`src/rtl/cpu_sequencer_pkg.sv`:
```
// Shared definitions for the little-computer CPU sequencer: instruction
// format, opcode values and the sequencer state encodings.
package cpu_sequencer_pkg;

  localparam int InstrWidth    = 16;
  localparam int AluOpWidth    = 3;
  localparam int OpcodeWidth   = 4;
  localparam int SeqStateWidth = 3;

  typedef enum logic [OpcodeWidth-1:0] {
    OP_NOP  = 4'h0,
    OP_ADD  = 4'h1,
    OP_ADDI = 4'h2,
    OP_LSL  = 4'h3,
    OP_BEQ  = 4'h4,
    OP_SUB  = 4'h5,
    OP_HALT = 4'hF
  } opcode_e;

  typedef enum logic [SeqStateWidth-1:0] {
    SEQ_IDLE      = 3'd0,
    SEQ_FETCH     = 3'd1,
    SEQ_DECODE    = 3'd2,
    SEQ_EXECUTE   = 3'd3,
    SEQ_WRITEBACK = 3'd4,
    SEQ_HALTED    = 3'd5
  } seq_state_e;

  // Opcode lives in the top bits of every instruction word.
  function automatic logic [OpcodeWidth-1:0] instr_opcode(input logic [InstrWidth-1:0] word);
    return word[InstrWidth-1 -: OpcodeWidth];
  endfunction

endpackage

```
`src/rtl/cpu_sequencer_perf_counter.sv`:
```
// Single 32-bit wrapping event counter with asynchronous reset.
// With ENABLE=0 the output is tied to zero and no flops exist.
module seq_perf_counter #(
  parameter bit ENABLE = 1'b1
) (
  input  logic        clk,
  input  logic        rst,
  input  logic        inc,
  output logic [31:0] count
);

  if (ENABLE) begin : g_cnt
    // Count one event per enabled cycle, wrapping at 2^32.
    always_ff @(posedge clk or posedge rst) begin
      if (rst) count <= '0;
      else if (inc) count <= count + 32'd1;
    end
  end else begin : g_tie
    logic unused_inputs;
    assign unused_inputs = &{1'b0, clk, rst, inc};
    assign count = '0;
  end

endmodule

```
`src/rtl/cpu_sequencer.sv`:
```
// Multi-cycle instruction sequencer: owns PC and IR, fetches over a
// req/ack handshake, then steps DECODE -> EXECUTE -> WRITEBACK.
// Optional performance counters are built when SEQ_PERF_CNT_EN is defined.
//
// Handshake: imem_req is held high with imem_addr stable for every FETCH
// cycle; the cycle in which imem_ack is high transfers imem_rdata into the
// IR and ends the fetch. imem_ack in any other state is ignored.
module cpu_sequencer
  import cpu_sequencer_pkg::*;
#(
  parameter int                   PC_WIDTH = 16,
  parameter logic [PC_WIDTH-1:0]  RESET_PC = '0
) (
  input  logic                     clk,
  input  logic                     reset,
  input  logic                     run,
  output logic                     imem_req,
  output logic [PC_WIDTH-1:0]      imem_addr,
  input  logic                     imem_ack,
  input  logic [InstrWidth-1:0]    imem_rdata,
  output logic [InstrWidth-1:0]    instr,
  input  logic                     ctl_halted,
  input  logic                     ctl_reg_write_en,
  input  logic                     ctl_is_beq,
  input  logic                     alu_zero,
  input  logic [PC_WIDTH-1:0]      branch_target,
  output logic                     alu_en,
  output logic                     reg_write,
  output logic [PC_WIDTH-1:0]      pc,
  output logic                     halted,
  output logic [SeqStateWidth-1:0] state,
  output logic [31:0]              cycle_count,
  output logic [31:0]              retired_count
);

  seq_state_e          state_q, state_d;
  logic                taken_q;
  logic                wr_en_q;
  logic [PC_WIDTH-1:0] target_q;

  // State register.
  always_ff @(posedge clk or posedge reset) begin
    if (reset) state_q <= SEQ_IDLE;
    else       state_q <= state_d;
  end

  // Next-state logic; run is only looked at in IDLE, HALTED is terminal.
  always_comb begin
    state_d = state_q;
    unique case (state_q)
      SEQ_IDLE:      if (run) state_d = SEQ_FETCH;
      SEQ_FETCH:     if (imem_ack) state_d = SEQ_DECODE;
      SEQ_DECODE:    state_d = ctl_halted ? SEQ_HALTED : SEQ_EXECUTE;
      SEQ_EXECUTE:   state_d = SEQ_WRITEBACK;
      SEQ_WRITEBACK: state_d = SEQ_FETCH;
      SEQ_HALTED:    state_d = SEQ_HALTED;
      default:       state_d = SEQ_IDLE;
    endcase
  end

  // IR load, EXECUTE-time capture of branch decision and write enable,
  // and the PC update on the edge leaving WRITEBACK. Capturing in EXECUTE
  // keeps every output a function of registered state only.
  always_ff @(posedge clk or posedge reset) begin
    if (reset) begin
      pc       <= RESET_PC;
      instr    <= '0;
      taken_q  <= 1'b0;
      wr_en_q  <= 1'b0;
      target_q <= '0;
    end else begin
      case (state_q)
        SEQ_FETCH: if (imem_ack) instr <= imem_rdata;
        SEQ_EXECUTE: begin
          taken_q  <= ctl_is_beq & alu_zero;
          wr_en_q  <= ctl_reg_write_en & ~ctl_is_beq;  // BEQ never writes
          target_q <= branch_target;
        end
        SEQ_WRITEBACK: pc <= taken_q ? target_q : pc + {{(PC_WIDTH-1){1'b0}}, 1'b1};
        default: ;
      endcase
    end
  end

  assign imem_req  = (state_q == SEQ_FETCH);
  assign imem_addr = pc;
  assign alu_en    = (state_q == SEQ_EXECUTE);
  assign reg_write = (state_q == SEQ_WRITEBACK) & wr_en_q;
  assign halted    = (state_q == SEQ_HALTED);
  assign state     = state_q;

`ifdef SEQ_PERF_CNT_EN
  localparam bit PerfEn = 1'b1;
`else
  localparam bit PerfEn = 1'b0;
`endif

  logic cycle_inc, retire_inc;
  assign cycle_inc  = (state_q != SEQ_IDLE) && (state_q != SEQ_HALTED);
  assign retire_inc = (state_q == SEQ_WRITEBACK);

  seq_perf_counter #(.ENABLE(PerfEn)) u_cycle_cnt (
    .clk(clk), .rst(reset), .inc(cycle_inc), .count(cycle_count)
  );

  seq_perf_counter #(.ENABLE(PerfEn)) u_retire_cnt (
    .clk(clk), .rst(reset), .inc(retire_inc), .count(retired_count)
  );

endmodule

```
`config.mk`:
```
export PLATFORM = sky130hd
export DESIGN_NAME = cpu_sequencer
export DESIGN_NICKNAME = d
export VERILOG_FILES = /design/src/rtl/cpu_sequencer_pkg.sv /design/src/rtl/cpu_sequencer_perf_counter.sv /design/src/rtl/cpu_sequencer.sv
export SDC_FILE = /design/constraint.sdc
export NUM_CORES = 1
export LEC_CHECK = 0
export CORE_ASPECT_RATIO = 1.5
export CORE_MARGIN = 1.5
export CORE_UTILIZATION = 37
export DETAILED_ROUTE_END_ITERATION = 7
export PLACE_DENSITY_LB_ADDON = 0.25
export SLEW_MARGIN = 10
export SYNTH_ARGS = -nofsm -noshare
export SYNTH_HDL_FRONTEND = slang
export SYNTH_SLANG_ARGS = --single-unit
```
`constraint.sdc`:
```
create_clock -name clk -period 1.7 [get_ports clk]
set_input_delay 0.255 -clock clk [delete_from_list [all_inputs] [get_ports clk]]
set_output_delay 0.255 -clock clk [all_outputs]
set_load 0.02 [all_outputs]
```
# == Word level (Yosys, flattened, before mapping) ==
# Cells that the tools add are included.
# totals
reg_bits,53
output_inout_bits,119
word_cells,26
# classes
addsub,1
n_eq_ne,7
muxes,5
bitwise_logic,4
reduce_logical,3
# op_table
op,count
$pmux W3 S6,1
$add A16 B1 Y16 const B,1
$mux W16,1
$mux W3,3
$eq A3 B2 Y1 const B,2
$eq A3 B3 Y1 const B,2
$reduce_and A2 Y1,2
$and A1 B1 Y1,3
$eq A3 B1 Y1 const B,1
$logic_not A3 Y1,1
$ne A2 B1 Y1 const B,1
$ne A2 B2 Y1 const B,1
$not A1 Y1,1

# == Logic depth before layout (Yosys ltp) ==
# logic_depth
word_depth,3
depth_mapped,6
depth_no_buf,5

# == Cells and area by module ==
# A second synthesis with hierarchy kept.
# unflattened
cells_unflattened,301
area_unflattened_um2,3088.0
# modules_own_cells
mod,instances,cells_per_inst,area_per_inst_um2
cpu_sequencer,1,235,2600.0
seq_perf_counter,2,33,244.0

# == Worst setup path after synthesis ==
# No wires, ideal clock.
# synth_path
kind,register -> register
from,"register state_q[1], in the netlist state[1]"
to,register instr[0]
setup_ns,0.125
arrival_time_ns,1.704
required_time_ns,1.575
path_slack_ns,-0.129
path_stages_with_launch,6
period_less_slack_ns,1.829
cell_sequence,dfrtp_1 -> nor3b_2 -> and2_1 -> buf_4 -> buf_6 -> mux2_4
# synth_via
elab_chain_len,2
# synth_lines
element,line,rtl
start: declaration,cpu_sequencer.sv:36,"seq_state_e state_q, state_d;"
start signal: assignment,cpu_sequencer.sv:44,else state_q <= state_d;
$eq A3 B1 Y1,--,
net imem_req,cpu_sequencer.sv:17,"output logic imem_req,"
$reduce_and A2 Y1 (no line),--,
end signal: assignment,cpu_sequencer.sv:73,SEQ_FETCH: if (imem_ack) instr <= imem_rdata;
end: declaration,cpu_sequencer.sv:21,"output logic [InstrWidth-1:0] instr,"
# The timed path passes the listed nets, and every way through them passes these cells.
# A chain may end at the register's enable or synchronous reset.

# == Worst setup path after layout ==
# layout_path
from,"register pc[0], in the netlist imem_addr[0]"
to,output port pc[0]
# layout_rtl
element,line,rtl
start: declaration,cpu_sequencer.sv:29,"output logic [PC_WIDTH-1:0] pc,"
start signal: assignment,cpu_sequencer.sv:79,"SEQ_WRITEBACK: pc <= taken_q ? target_q : pc + {{(PC_WIDTH-1){1'b0}}, 1'b1};"
# No word-level cell between the ends.

==> summary.md <==
| Metric | Value |
|---|---|
| Sink Count | between 50 and 60 |
| Mapped Area | roughly 3200 sq um |
| Vias in the first global route | ~2200 |
| Post-synth cell types | 47 |
| Clock Power Share | ~14% |
| Die Y | 116 microns |
| Final setup viols | 0 |
| Power density cells | about 1800 nW/um^2 |
| Post-route cell area | 4170 sq um |
| Avg Inst Size Synth | approximately 10 sq um |
| CP Capture Type | output pin |
| CP peak stage delay | around 600 ps |
| Area of the multi-input gates | approximately 1400 sq um |
| Clock latency at the later pin of the worst-skew pair | just under 300 ps |
| DRC Markers | 0 |
| Pre-CTS setup slack | -6.99 ps |
| Clock-pin slew on the worst setup and hold paths | approximately 70 ps |
| Met2 GRT Util | 28.8% |
| Bufs on Longest Clock Path | 2 |
| CTS root buf | clkbuf_16 |
| CP max FO | 8 |
| Placed instance area | 4000 sq um |
| Final min period | around 1700 ps |
| Num ports | between 150 and 200 |
| Share of cells above drive strength 1 | 18.6% |
| # Post-CTS Setup Buffers | 0 |
| Cells after synthesis | ~300 |
| Initial DRT Pass Iterations | 4 |
| CP Data Arrival Time | about 1400 ps |
| Largest net degree at the start of global routing | 54 |
| Via count | about 2300 |
| LEAKAGE | 1.91 nW |
| Slew Viols, Final | 0 |
| Die Wd | about 78 microns |
| CORE AREA | 8360 sq um |
| Primary FF master, synth | dfrtp_1 |
| Total gr overflow | 0 |
| HP Class | input port to async pin |
| GRT met3 Usage | 4.38% |
| Initial Util | a little under two fifths |
| Antenna violations before repair | 0 |
| Site Rows | between 40 and 50 |
| Cell Int Power | roughly 4.5 mW |
| CP top delay family | buffers and inverters |
| Synth Register Bits | between 50 and 60 |
| Share of flip-flops with an asynchronous set or reset | between 90% and 100% |
| Worst Setup Path Type | register to output pin |
| Final worst-path cycle share | between 90% and 100% |
| Area Overhead vs Synth | 32.1% |
| Critical path buffer and inverter count | 2 |
| Max Clk Rate | between 0.6 and 0.7 GHz |
| Gr busiest metal | met2 |
| Max_cap viols | 0 |
| Data required, critical path | about 1400 ps |
| Worst clock skew | about 6.5 ps |
| Post-synth top area cell | dfrtp_1 |
| RSZ-0062 raised after global routing | true |
| First-pass GRT wire length | approximately 11000 microns |
| Slowest stage cell, crit path | clkdlybuf4s50_1 |
| VDD IR max | between 1 and 1.5 mV |
| Post-DRT Antenna Nets | 0 |
| Post-DP HPWL | ~5000 microns |
| N_diodes | 0 |
| Post-synthesis sequential area ratio | a little over two fifths |
| Met1 Resource Use GR | roughly 17% |
| Number of flops mapped to enable cells by yosys | 0 |
| Fillers | 791 |
| Post-route insts no fill | around 500 |
| Post-route setup slack | 36.1 ps |
| Final net count | about 440 |
| Status | completed |
| Number of buffers created by CTS | 5 |
| Via-per-instance ratio | 4.62 |
| Worst setup SP type | register |
| Final Hold Viols | 0 |
| Yosys warning total | 0 |
| Net Sw Power | between 3 and 4 mW |
| Port bufs | 94 |
| Placed Instances | 496 |
| GPL Wtd Cong | roughly 0.81 |
| DR iter-0 viols | approximately 100 |
| Combinational power share | between 50% and 60% |
| Largest cells by area after synthesis | dfrtp_1, buf_4, mux2_2, mux2_4, mux2_1 |
| CTS tree | yes |
| Total length of routed wires | slightly below 7000 microns |
| Post-CTS Hold Buffers | 0 |
| Gr usage total | approximately 15% |
| WL/cell | ~14 microns |
| Sw frac | approximately two fifths |
| Synth top area share | ~42% |
| Reg power frac | between 30% and 40% |
| Full die area | between 9000 and 10000 sq um |
| Register area | ~1300 sq um |
| H-Tree Depth | 2 |
| CP Cell Sequence | buf_4 > clkdlybuf4s50_1 |
cell usage in the layout (no fill, tap or decap), types with 3 or more instances in the layout:
cell type	instances
a21oi_1	12
a31oi_1	4
buf_4	20
clkbuf_16	5
clkdlybuf4s50_1	72
conb_1	64
dfrtp_1	49
dfrtp_2	4
dlygate4sd2_1	10
dlymetal6s2s_1	8
inv_1	7
mux2_1	7
mux2_2	15
mux2_4	10
mux2i_1	5
nand2_1	9
nand3_1	13
nand4_1	4
nor2_1	9
nor2b_1	3
nor3_1	6
nor4_1	3
o21ai_0	12
cell families after synthesis:
group | share of synthesized area, %
other cells | 0.119
fa+ha+maj | 0.396
mux | 14.2
simple gates | 11.8
xor+xnor | 0.277
buf+inv | 22.2
compound gates | 9.08
flops | 42.0
stage by stage:
stage               hold WS, ps  total power [mW]  utilization (%)  setup TNS, ps
detailed placement          462              6.63             47.8          -6.99
global placement            455              6.55             47.8              0
CTS                         349              7.63             49.5              0
finish                      326              7.53             49.9              0
floorplan                   387              5.05                -              0
global route                368              8.02             49.9          -31.4
per-layer routing:
metal / vias to the layer above / wire length [microns]
met1: 1120 / 2670
met5: - / 0
met3: 6 / 472
li1: 1090 / -
met4: 0 / 80
met2: 113 / 3590
what timing repair did:
| action | in CTS | in global routing |
|---|---|---|
| endpoints found under the hold margin | 0 | 0 |
| endpoints found under the setup margin | 14 | 16 |
| resized for setup | 16 | 16 |
| pin swaps | 0 | 0 |
synth_stat cells (2+ instances only):
cell type,number
a21oi_1,12
a2bb2oi_1,2
a31oi_1,4
and2_1,2
buf_2,4
buf_4,81
buf_6,2
clkbuf_1,5
dfrtp_1,53
inv_1,8
mux2_1,7
mux2_2,15
mux2_4,10
mux2i_1,5
nand2_1,9
nand3_1,13
nand4_1,4
nor2_1,9
nor2b_1,3
nor3_1,6
nor3_2,2
nor3b_2,2
nor4_1,5
o21a_1,2
o21ai_0,12
o22a_1,2
o22ai_1,2
o2bb2ai_1,2
sequential cells by signal, indices dropped and copies added, names as in the netlist:
signal     count
imem_addr     16
instr         16
state          3
taken_q        1
target_q      16
wr_en_q        1
power by group through the flow:
stage | combinational, mW | sequential (mW) | clock [mW]
2_1_floorplan | 2.20 | 2.85 | 0
3_3_place_gp | 4.15 | 2.39 | 0
3_5_place_dp | 4.22 | 2.41 | 0
4_1_cts | 4.13 | 2.40 | 1.10
5_1_grt | 4.39 | 2.49 | 1.15
6_report | 4.08 | 2.38 | 1.06
path summary, 6_finish.rpt:
check,start,end,slack [ps],cells past startpoint
max in group asynchronous,reset,imem_addr[1]$_DFFE_PP0N_,1120,3
max,imem_addr[0]$_DFFE_PP0N_,pc[0],40,2
min,reset,target_q[3]$_DFFE_PP0P_,330,3
min reg2reg,wr_en_q$_DFFE_PP0P_,wr_en_q$_DFFE_PP0P_,470,2
max reg2reg,imem_addr[0]$_DFFE_PP0N_,imem_addr[10]$_DFFE_PP0N_,100,5
min in group clk,wr_en_q$_DFFE_PP0P_,wr_en_q$_DFFE_PP0P_,470,2
area by class of cell:
class                      instances  area share [%]
clock buffer                       7            3.66
multi-input combinational        212            33.3
tap                              107            3.21
timing repair buffer             116            27.1
inverter                           8           0.720
clock inverter                     1           0.120
sequential                        53            31.9
worst min-delay path, stage by stage:
cell and delay, ps:
clkdlybuf4s50_1 410, inv_2 70, buf_12 260
No activity file was read; power rests on OpenSTA's default activity.
